===== src/rtl/pipe_pkg.sv =====
// Shared pipeline definitions: branch operation encodings and the
// redirect FSM state type used by the EX-stage branch resolution logic.
package pipe_pkg;

    // Branch operation encodings carried on br_op; 6 and 7 behave as NONE.
    typedef enum logic [2:0] {
        BR_NONE = 3'd0,
        BR_BEQ  = 3'd1,
        BR_BNE  = 3'd2,
        BR_BLEZ = 3'd3,
        BR_BGTZ = 3'd4,
        BR_JMP  = 3'd5
    } br_op_e;

    // Redirect request state: nothing outstanding, or a redirect waiting for fetch.
    typedef enum logic {
        RD_IDLE = 1'b0,
        RD_PEND = 1'b1
    } rd_state_e;

endpackage


===== src/rtl/branch_target_unit_if.sv =====
// EX-stage branch bus: instruction handshake, operands, registered result
// and the fetch redirect handshake. The pipeline side is the master and
// the branch unit is the slave.
interface branch_target_unit_if #(
    parameter int WIDTH     = 32,
    parameter int CNT_WIDTH = 16
);
    logic                 in_valid;
    logic                 in_ready;
    logic                 stall;
    logic                 flush;
    logic [WIDTH-1:0]     post_pc;
    logic [WIDTH-1:0]     imm;
    logic [WIDTH-1:0]     rs_data;
    logic [WIDTH-1:0]     rt_data;
    logic [2:0]           br_op;
    logic                 out_valid;
    logic [WIDTH-1:0]     out_target;
    logic                 out_taken;
    logic                 redirect_valid;
    logic [WIDTH-1:0]     redirect_pc;
    logic                 redirect_ready;
    logic [CNT_WIDTH-1:0] taken_count;

    // Pipeline / fetch side.
    modport master (
        output in_valid, stall, flush, post_pc, imm, rs_data, rt_data, br_op,
               redirect_ready,
        input  in_ready, out_valid, out_target, out_taken, redirect_valid,
               redirect_pc, taken_count
    );

    // Branch unit side.
    modport slave (
        input  in_valid, stall, flush, post_pc, imm, rs_data, rt_data, br_op,
               redirect_ready,
        output in_ready, out_valid, out_target, out_taken, redirect_valid,
               redirect_pc, taken_count
    );
endinterface


===== src/rtl/branch_target_unit_cond.sv =====
// Branch condition evaluator: purely combinational br_op/rs/rt -> taken.
// Kept standalone so an ID-stage early-resolution block can share it.
module branch_cond
    import pipe_pkg::*;
#(
    parameter int WIDTH = 32
) (
    input  logic [2:0]       br_op,
    input  logic [WIDTH-1:0] rs,
    input  logic [WIDTH-1:0] rt,
    output logic             taken
);

    logic rs_is_zero;
    logic rs_is_neg;

    assign rs_is_zero = (rs == '0);
    assign rs_is_neg  = rs[WIDTH-1];

    // Select the condition for the current branch type.
    always_comb begin
        // NOTE: every always_comb output gets a default first so no path
        // leaves it unassigned, which would otherwise infer a latch.
        taken = 1'b0;
        case (br_op)
            BR_BEQ:  taken = (rs == rt);
            BR_BNE:  taken = (rs != rt);
            BR_BLEZ: taken = rs_is_neg || rs_is_zero;
            BR_BGTZ: taken = !rs_is_neg && !rs_is_zero;
            BR_JMP:  taken = 1'b1;
            default: taken = 1'b0;
        endcase
    end

endmodule


===== src/rtl/branch_target_unit.sv =====
// EX-stage branch resolution: target adder, condition evaluation, EX/MEM
// output register with stall/flush, fetch redirect handshake and a
// saturating taken-branch counter.
module branch_target_unit
    import pipe_pkg::*;
#(
    parameter int WIDTH     = 32,
    parameter int SHIFT     = 2,
    parameter int CNT_WIDTH = 16
) (
    input logic                 clk,
    input logic                 rst_n,
    branch_target_unit_if.slave bus
);

    logic [WIDTH-1:0]     target;
    logic                 cond_taken;
    logic                 in_ready;
    logic                 accept;
    logic                 taken_accept;
    logic                 load_redirect;

    rd_state_e            state;
    rd_state_e            state_next;

    logic                 out_valid;
    logic [WIDTH-1:0]     out_target;
    logic                 out_taken;
    logic [WIDTH-1:0]     redirect_pc;
    logic [CNT_WIDTH-1:0] taken_count;

    // Target: incremented PC plus the byte offset; bits shifted out of the
    // immediate and the carry out of the adder are both dropped.
    assign target = bus.post_pc + (bus.imm << SHIFT);

    branch_cond #(
        .WIDTH (WIDTH)
    ) u_cond (
        .br_op (bus.br_op),
        .rs    (bus.rs_data),
        .rt    (bus.rt_data),
        .taken (cond_taken)
    );

    // A stall, or a redirect that fetch has not yet taken, holds the stage.
    // Flush deliberately does not gate in_ready; it only blocks acceptance.
    assign in_ready     = !bus.stall && !((state == RD_PEND) && !bus.redirect_ready);
    assign accept       = bus.in_valid && in_ready && !bus.flush;
    assign taken_accept = accept && cond_taken;

    // Redirect state register.
    always_ff @(posedge clk or negedge rst_n) begin
        // NOTE: state is updated with non-blocking assignments so every
        // flop samples pre-edge values regardless of block ordering.
        if (!rst_n) begin
            state <= RD_IDLE;
        end else begin
            state <= state_next;
        end
    end

    // Redirect next-state: a new taken branch always (re)arms the request,
    // otherwise a pending request retires when fetch is ready.
    always_comb begin
        state_next    = state;
        load_redirect = 1'b0;
        if (bus.flush) begin
            state_next = RD_IDLE;
        end else begin
            case (state)
                RD_IDLE: begin
                    if (taken_accept) begin
                        state_next    = RD_PEND;
                        load_redirect = 1'b1;
                    end
                end
                RD_PEND: begin
                    if (taken_accept) begin
                        state_next    = RD_PEND;
                        load_redirect = 1'b1;
                    end else if (bus.redirect_ready) begin
                        state_next = RD_IDLE;
                    end
                end
                default: state_next = RD_IDLE;
            endcase
        end
    end

    // Redirect address: only changes when a new taken branch is accepted,
    // which keeps it stable while fetch is withholding ready.
    always_ff @(posedge clk or negedge rst_n) begin
        if (!rst_n) begin
            redirect_pc <= '0;
        end else if (load_redirect) begin
            redirect_pc <= target;
        end
    end

    // EX/MEM output register: flush kills, otherwise load when the stage moves.
    always_ff @(posedge clk or negedge rst_n) begin
        if (!rst_n) begin
            out_valid  <= 1'b0;
            out_target <= '0;
            out_taken  <= 1'b0;
        end else if (bus.flush) begin
            out_valid <= 1'b0;
            out_taken <= 1'b0;
        end else if (in_ready) begin
            if (bus.in_valid) begin
                out_valid  <= 1'b1;
                out_target <= target;
                out_taken  <= cond_taken;
            end else begin
                out_valid <= 1'b0;
                out_taken <= 1'b0;
            end
        end
    end

    // Taken-branch counter, sticking at all-ones instead of wrapping.
    always_ff @(posedge clk or negedge rst_n) begin
        if (!rst_n) begin
            taken_count <= '0;
        end else if (taken_accept && (taken_count != '1)) begin
            taken_count <= taken_count + CNT_WIDTH'(1);
        end
    end

    assign bus.in_ready       = in_ready;
    assign bus.out_valid      = out_valid;
    assign bus.out_target     = out_target;
    assign bus.out_taken      = out_taken;
    assign bus.redirect_valid = (state == RD_PEND);
    assign bus.redirect_pc    = redirect_pc;
    assign bus.taken_count    = taken_count;

    // Fetch must see a constant address for as long as it stalls the redirect.
    a_redirect_stable : assert property (
        @(posedge clk) disable iff (!rst_n)
        (bus.redirect_valid && !bus.redirect_ready) |=> $stable(redirect_pc)
    );

    // Once saturated the counter never wraps back.
    a_count_saturates : assert property (
        @(posedge clk) disable iff (!rst_n)
        (taken_count == '1) |=> (taken_count == '1)
    );

endmodule


===== src/flat_wrapper.sv =====
// flat-port wrapper written by rule: the top's interface ports become plain ports
module branch_target_unit_flat import pipe_pkg::*;
#(
    parameter int WIDTH     = 32,
    parameter int SHIFT     = 2,
    parameter int CNT_WIDTH = 16
)
  (clk, rst_n, bus_in_valid, bus_stall, bus_flush, bus_post_pc, bus_imm, bus_rs_data, bus_rt_data, bus_br_op, bus_redirect_ready, bus_in_ready, bus_out_valid, bus_out_target, bus_out_taken, bus_redirect_valid, bus_redirect_pc, bus_taken_count);
  branch_target_unit_if #(.WIDTH(WIDTH), .CNT_WIDTH(CNT_WIDTH)) bus_i ();
  input logic clk;
  input logic rst_n;
  input wire logic [$bits(bus_i.in_valid)-1:0] bus_in_valid;
  input wire logic [$bits(bus_i.stall)-1:0] bus_stall;
  input wire logic [$bits(bus_i.flush)-1:0] bus_flush;
  input wire logic [$bits(bus_i.post_pc)-1:0] bus_post_pc;
  input wire logic [$bits(bus_i.imm)-1:0] bus_imm;
  input wire logic [$bits(bus_i.rs_data)-1:0] bus_rs_data;
  input wire logic [$bits(bus_i.rt_data)-1:0] bus_rt_data;
  input wire logic [$bits(bus_i.br_op)-1:0] bus_br_op;
  input wire logic [$bits(bus_i.redirect_ready)-1:0] bus_redirect_ready;
  output wire logic [$bits(bus_i.in_ready)-1:0] bus_in_ready;
  output wire logic [$bits(bus_i.out_valid)-1:0] bus_out_valid;
  output wire logic [$bits(bus_i.out_target)-1:0] bus_out_target;
  output wire logic [$bits(bus_i.out_taken)-1:0] bus_out_taken;
  output wire logic [$bits(bus_i.redirect_valid)-1:0] bus_redirect_valid;
  output wire logic [$bits(bus_i.redirect_pc)-1:0] bus_redirect_pc;
  output wire logic [$bits(bus_i.taken_count)-1:0] bus_taken_count;
  assign bus_i.in_valid = bus_in_valid;
  assign bus_i.stall = bus_stall;
  assign bus_i.flush = bus_flush;
  assign bus_i.post_pc = bus_post_pc;
  assign bus_i.imm = bus_imm;
  assign bus_i.rs_data = bus_rs_data;
  assign bus_i.rt_data = bus_rt_data;
  assign bus_i.br_op = bus_br_op;
  assign bus_i.redirect_ready = bus_redirect_ready;
  assign bus_in_ready = bus_i.in_ready;
  assign bus_out_valid = bus_i.out_valid;
  assign bus_out_target = bus_i.out_target;
  assign bus_out_taken = bus_i.out_taken;
  assign bus_redirect_valid = bus_i.redirect_valid;
  assign bus_redirect_pc = bus_i.redirect_pc;
  assign bus_taken_count = bus_i.taken_count;
  branch_target_unit #(.WIDTH(WIDTH), .SHIFT(SHIFT), .CNT_WIDTH(CNT_WIDTH)) u_core (.clk(clk), .rst_n(rst_n), .bus(bus_i));
endmodule

===== config.mk =====
export PLATFORM = sky130hd
export DESIGN_NAME = branch_target_unit_flat
export DESIGN_NICKNAME = d
export VERILOG_FILES = /design/src/rtl/pipe_pkg.sv /design/src/rtl/branch_target_unit_if.sv /design/src/rtl/branch_target_unit_cond.sv /design/src/rtl/branch_target_unit.sv /design/src/flat_wrapper.sv
export SDC_FILE = /design/constraint.sdc
export NUM_CORES = 1
export LEC_CHECK = 0
export BUFFER_PORTS_ARGS = -buffer_cell sky130_fd_sc_hd__buf_2
export CAP_MARGIN = 20
export CORE_ASPECT_RATIO = 0.75
export CORE_MARGIN = 2
export CORE_UTILIZATION = 49
export DETAILED_ROUTE_END_ITERATION = 8
export GPL_TIMING_DRIVEN = 0
export PLACE_DENSITY = 0.87
export SLEW_MARGIN = 30
export SYNTH_ARGS = -nofsm -noshare
export SYNTH_HDL_FRONTEND = slang
export SYNTH_SLANG_ARGS = --single-unit

===== constraint.sdc =====
create_clock -name clk -period 2.1 [get_ports clk]
set_input_delay 0.42 -clock clk [delete_from_list [all_inputs] [get_ports clk]]
set_output_delay 0.42 -clock clk [all_outputs]
set_load 0.005 [all_outputs]

==> results of run 1 <==
==> worst max-delay path, delay by kind of cell <==
family                     cells  cell delay [ns]
and+or+nand+nor                4             0.93
AOI/OAI and AO/OA              2             0.60
adders and majority gates      1             0.29
muxes                          1             0.27
buffers and inverters          1             0.10
==> layout make-up <==
cell class              instances  area, sq um
multi-input cells             424         4090
fillers                       708         2350
flip-flops and latches         83         2080
repair buffers                265         1710
clock buffers                   9          225
well taps                     140          175
plain buffers                  14          106
clock inverters                 7         66.3
inverters                      15         56.3
==> cells in the mapped netlist (4+ instances only) <==
cell type / count / area share
nor2_1: 17 / 0.012
nor2b_1: 4 / 0.0046
o21ai_0: 26 / 0.024
nor3_1: 11 / 0.010
dfrtp_1: 83 / 0.38
and3_1: 7 / 0.0080
nand2b_1: 5 / 0.0057
and4_1: 4 / 0.0064
clkbuf_1: 11 / 0.0076
xor2_1: 51 / 0.082
a21oi_1: 34 / 0.031
xnor2_1: 13 / 0.021
inv_1: 15 / 0.010
nor4_1: 27 / 0.031
mux2_2: 53 / 0.11
o31ai_1: 12 / 0.017
a211oi_1: 5 / 0.0069
nand3_1: 11 / 0.010
a31oi_1: 5 / 0.0057
o21bai_1: 4 / 0.0055
or2_2: 5 / 0.0057
nand2_1: 29 / 0.020
a21o_1: 9 / 0.012
buf_2: 4 / 0.0037
ha_1: 30 / 0.069
o211ai_1: 5 / 0.0069
nand4_1: 11 / 0.013
==> metrics by stage <==
stage,hold WS (ns),worst slack (ns)
floorplan,0.124,-0.319
global placement,0.457,-0.666
detailed placement,0.322,-0.683
CTS,0.257,-0.224
global route,0.276,-0.328
finish,0.278,-0.296
==> state kept, by name (all words and copies together) (netlist names) <==
register,count
u_core.bus.redirect_valid,1
u_core.bus.out_target,32
u_core.bus.taken_count,16
u_core.bus.out_taken,1
u_core.bus.redirect_pc,32
u_core.bus.out_valid,1
==> layer usage <==
layer,up-vias,wire length [um],part of all wire,global-route usage
li1,2556,-,-,-
met1,2782,7990,0.40,0.361
met2,306,9690,0.49,0.449
met3,49,1630,0.082,0.0814
met4,0,459,0.023,0.0935
met5,-,0,0,0
==> cell families (layout without fill, tap and decap cells) <==
kind of cell	after synthesis	in the layout	synth area share
buffers and inverters	34	310	0.0260
AOI/OAI and AO/OA	124	124	0.149
muxes	56	56	0.115
DFF	83	83	0.381
xor gates and xnor gates	64	64	0.103
adders and majority gates	31	31	0.0726
and+or+nand+nor	149	149	0.153
==> how the worst max path moves through the flow <==
stage | from | to | cells after the start
final | bus_imm[6] | u_core.bus.redirect_pc[31] | 9
after global routing | bus_imm[6] | u_core.bus.redirect_pc[31] | 9
after CTS | bus_imm[13] | u_core.bus.redirect_pc[31] | 10
after detailed placement | bus_imm[15] | u_core.bus.redirect_pc[31] | 9
after global placement | bus_imm[15] | u_core.bus.redirect_pc[31] | 9
after floorplan | bus_post_pc[16] | u_core.bus.out_target[27] | 9
==> report_power, final <==
group	internal, mW	total [mW]	switching, mW	leakage [nW]
Combinational	1.27	2.45	1.17	2.76
Clock	0.836	1.58	0.748	0.138
Sequential	2.07	2.37	0.301	1.01
==> repair_timing <==
action / 4_1_cts / 5_1_grt
cloned: 0 / 3
resized for setup: 37 / 136
hold buffers: 1 / 0
endpoints found under the setup margin: 64 / 72
hold endpoints to repair: 29 / 0
buffers inserted: 6 / 37
pin swaps: 14 / 65
==> results.cfg, run 1 <==
[flow_run]
max-cap-violations = 0

[synthesis]
synth_nets = 709
ys_seq_elements = 83
ys_seq_area_frac = 0.381
synthFlopType = dfrtp_1
synth_edf_count = 0
syn_area_per_cell_sq_um = 10.1
syn_area_sq_mm = 0.00545
synth_warnings = 0
synthArstFlopShare = 1.00
syn_inst = 541
yosysUniqueCellTypes = 62

[sta]
fin_crit_ns = 2.40
drv_slew = 0
slew_headroom = 0.427
setup_tns_ns = -4.11
post-route-period-util = 1.14
finalHoldViolations = 0
rsz0062_at_grt = yes
fmax_ghz = 0.417
finalSetupViolCount = 52
finClkSkew_ns = 0.00950
worst_slack_ns = -0.296
tightestPinTransition_ns = 0.860

[worst_hold_path]
hold_class = in2reg
worst_hold_path.endpoint = u_core.bus.redirect_valid
hold_depth = 2
min_from = bus_flush

[finish]
final_core_util = 0.783
antenna_cells = 0
area_growth_pct = 56.2
final_cell_mix = buf_2, dfrtp_1, xor2_1
layout_commonest_cell = buf_2
drive_gt1_frac = 0.563
instances_no_fill = 957
fin_area_sq_mm = 0.00851
nets = 980

[floorplan]
initial_utilization = 0.501
fp.dieH_um = 95.3
die_w_um = 126
dieArea_sq_mm = 0.0120
std_cell_rows = 33
io_pins = 221
core_area_sq_mm = 0.0109

[setup_path]
required_ns = 2.32
r2r-end = u_core.bus.taken_count[3]
worst_r2r_path_depth = 8
crit-reg2reg-launch = u_core.bus.taken_count[4]
crit_chain = buf_6, ha_4, nand4_1, or4_1, a21o_1, a311oi_4, or3_1, nand3_2, mux2_4
rrSetupSlack_ns = -0.11
critical_path_class = in2reg
crit_path_start_kind = primary input
crit_fanout = 5
critical_path_arrival_ns = 2.62
end_kind = register
cp_slowest_cell = or4_1
cpPeakStageDelay_ns = 0.54

[global_route]
overflow = 0
grt.total_usage = 0.277
grt_pass1_vias = 5400
antenna_found_initial = 0
grt_pass1_wl_mm = 26.6
grt_start_max_net_pins = 55

[clock_network]
clock_latency_ns = 0.34
ctsHtreeMaxLevel = 3
cts_buffers = 9
cts.clk_slew.worst_paths_ns = 0.07
cts_tree = yes
cts_root_buffer = clkbuf_16
clock_path_buffers = 2
cts.sink_count = 83

[detailed_routing]
drtAntennaViolNets = 0
routed_wl_mm = 19.8
drc = 0
viasPerCell = 5.95
drtIter0Drc = 426
wl_per_cell_um = 20.7
drt_first_pass_iters = 6
route.vias.total = 5693

[pwr]
cellPowerDensity_mw_per_mm2 = 752
irDropWorstVdd_mv = 0.574
leakage_nw = 3.92
power.total_mw = 6.40

[place]
placed_area_sq_mm = 0.00698
dp_hpwl_mm = 13.0
place_inst = 900
port_buffers = 218
gp_congestion = 0.967

[outcome]
outcome = finished, violations left
violations = negative setup slack
Power figures use the tool's default switching activity.
==> run 2, diff against run 1 <==
--- a/config.mk
+++ b/config.mk
@@ -8,7 +8,6 @@
 export BUFFER_PORTS_ARGS = -buffer_cell sky130_fd_sc_hd__buf_2
 export CAP_MARGIN = 20
 export CORE_ASPECT_RATIO = 0.75
-export CORE_MARGIN = 2
 export CORE_UTILIZATION = 49
 export DETAILED_ROUTE_END_ITERATION = 8
 export GPL_TIMING_DRIVEN = 0
==> results.cfg, run 2 (synthesis results as in run 1) <==
[finish]
nets = 981
area_growth_pct = 56.9
multi_input_area_sq_mm = 0.00416
register_area_sq_mm = 0.00208
fillerInstances = 601
antenna_cells = 0
fin_area_sq_mm = 0.00854
drive_gt1_frac = 0.562
final_core_util = 0.811
top_regs = u_core.bus.out_target x32, u_core.bus.redirect_pc x32, u_core.bus.taken_count x16
layout_commonest_cell = buf_2
final_cell_mix = buf_2, dfrtp_1, xor2_1

[global_route]
grt_pass1_wl_mm = 27.9
grt_pass1_vias = 5676
antenna_found_initial = 0
overflow = 0
grt.total_usage = 0.316
grt_start_max_net_pins = 44

[place]
dp_hpwl_mm = 13.1
placed_area_sq_mm = 0.00696
port_buffers = 218
gp_congestion = 0.930

[detailed_routing]
viasPerCell = 6.09
drt_first_pass_iters = 5
drtAntennaViolNets = 0
route.vias.total = 5810
drc = 0
drtIter0Drc = 385
wl_per_cell_um = 20.8
routed_wl_mm = 19.8

[sta]
drv_slew = 0
slew_headroom = 0.479
fin_crit_ns = 2.41
fmax_ghz = 0.415
post-route-period-util = 1.15
finalHoldViolations = 0
tightestPinTransition_ns = 0.781
finalSetupViolCount = 54
worst_slack_ns = -0.312
rsz0062_at_grt = yes
finClkSkew_ns = 0.00439

[floorplan]
die_w_um = 124
core_area_sq_mm = 0.0105
fp.dieH_um = 93.3
io_pins = 221
dieArea_sq_mm = 0.0115
initial_utilization = 0.517
std_cell_rows = 32

[pwr]
cellPowerDensity_mw_per_mm2 = 765
power.total_mw = 6.54
leakage_nw = 3.99
irDropWorstVdd_mv = 0.663

[worst_hold_path]
hold_class = in2async

[setup_path]
end_kind = register
worst_r2r_path_depth = 8
crit_path_start_kind = primary input
required_ns = 2.33
crit_start = bus_post_pc[13]
worstSetupEndpoint = u_core.bus.redirect_pc[31]
cpPeakStageDelay_ns = 0.55
crit_chain = buf_2, ha_4, nand4_4, or4_1, a21o_1, a311oi_4, or3_1, nand3_2, mux2_4
critical_path_arrival_ns = 2.64
critical_path_class = in2reg
rrSetupSlack_ns = 0.05
cp_slowest_cell = or4_1
crit_fanout = 4
r2r-end = u_core.bus.taken_count[13]
crit-reg2reg-launch = u_core.bus.taken_count[5]

[clock_network]
ctsHtreeMaxLevel = 3
cts.sink_count = 83
cts_tree = yes
ctsHoldBuffers = 0
clock_path_buffers = 2
cts.clk_slew.worst_paths_ns = 0.07
clock_latency_ns = 0.34
cts_buffers = 9
cts_root_buffer = clkbuf_16

[outcome]
outcome = finished, violations left
violations = negative setup slack

[flow_run]
max-cap-violations = 0
==> run 2: how the worst min path moves through the flow <==
stage	to	slack, ns
3_5_place_dp	u_core.bus.out_target[20]	0.46
2_1_floorplan	u_core.bus.out_taken	0.12
6_report	u_core.bus.out_target[20]	0.07
3_3_place_gp	u_core.bus.out_target[3]	0.46
4_1_cts	u_core.bus.out_target[20]	0.09
5_1_grt	u_core.bus.out_target[20]	0.11
==> run 2: final cells by class <==
cell class,count,area share
tap,136,0.0199
clock inverter,7,0.00879
inverter,15,0.00659
clock buffer,9,0.0264
buffer,13,0.00996
sequential,83,0.243
timing repair buffer,267,0.199
multi-input combinational,424,0.486
==> run 2: power by group <==
| part | switching, mW | internal [mW] | leakage (nW) |
|---|---|---|---|
| clock network | 0.699 | 0.931 | 0.150 |
| registers | 0.285 | 2.07 | 1.01 |
| logic | 1.21 | 1.35 | 2.82 |
| total | 2.19 | 4.34 | 3.99 |
==> run 2: what timing repair did <==
| action | CTS | global route |
|---|---|---|
| pin swaps | 14 | 39 |
| setup endpoints to repair | 68 | 69 |
| gates cloned | 2 | 1 |
| endpoints found under the hold margin | 0 | 0 |
| buffers inserted | 26 | 23 |
| gates resized for setup | 93 | 103 |
==> run 2: metal layers <==
metal,track usage,share of wire,vias up
met5,0,0,-
met4,0.142,0.036,0
met3,0.0677,0.070,72
met2,0.508,0.49,322
met1,0.407,0.41,2863
li1,-,-,2553
==> run 2: worst max-delay path: cells and delay by family <==
kind	cells	cell delay, ns
simple gates	4	0.91
compound gates	2	0.60
fa+ha+maj	1	0.31
mux	1	0.28
buf+inv	1	0.12
==> run 2: metrics by stage <==
| stage | hold slack [ns] | TNS (ns) | std cells | worst slack, ns |
|---|---|---|---|---|
| after global placement | 0.463 | -33.97 | 895 | -0.659 |
| final | 0.0731 | -6.26 | 954 | -0.312 |
| after global routing | 0.109 | -7.29 | 954 | -0.331 |
| after detailed placement | 0.455 | -38.19 | 896 | -0.700 |
| after floorplan | 0.124 | -3.56 | 541 | -0.319 |
| after CTS | 0.0867 | -4.44 | 938 | -0.196 |
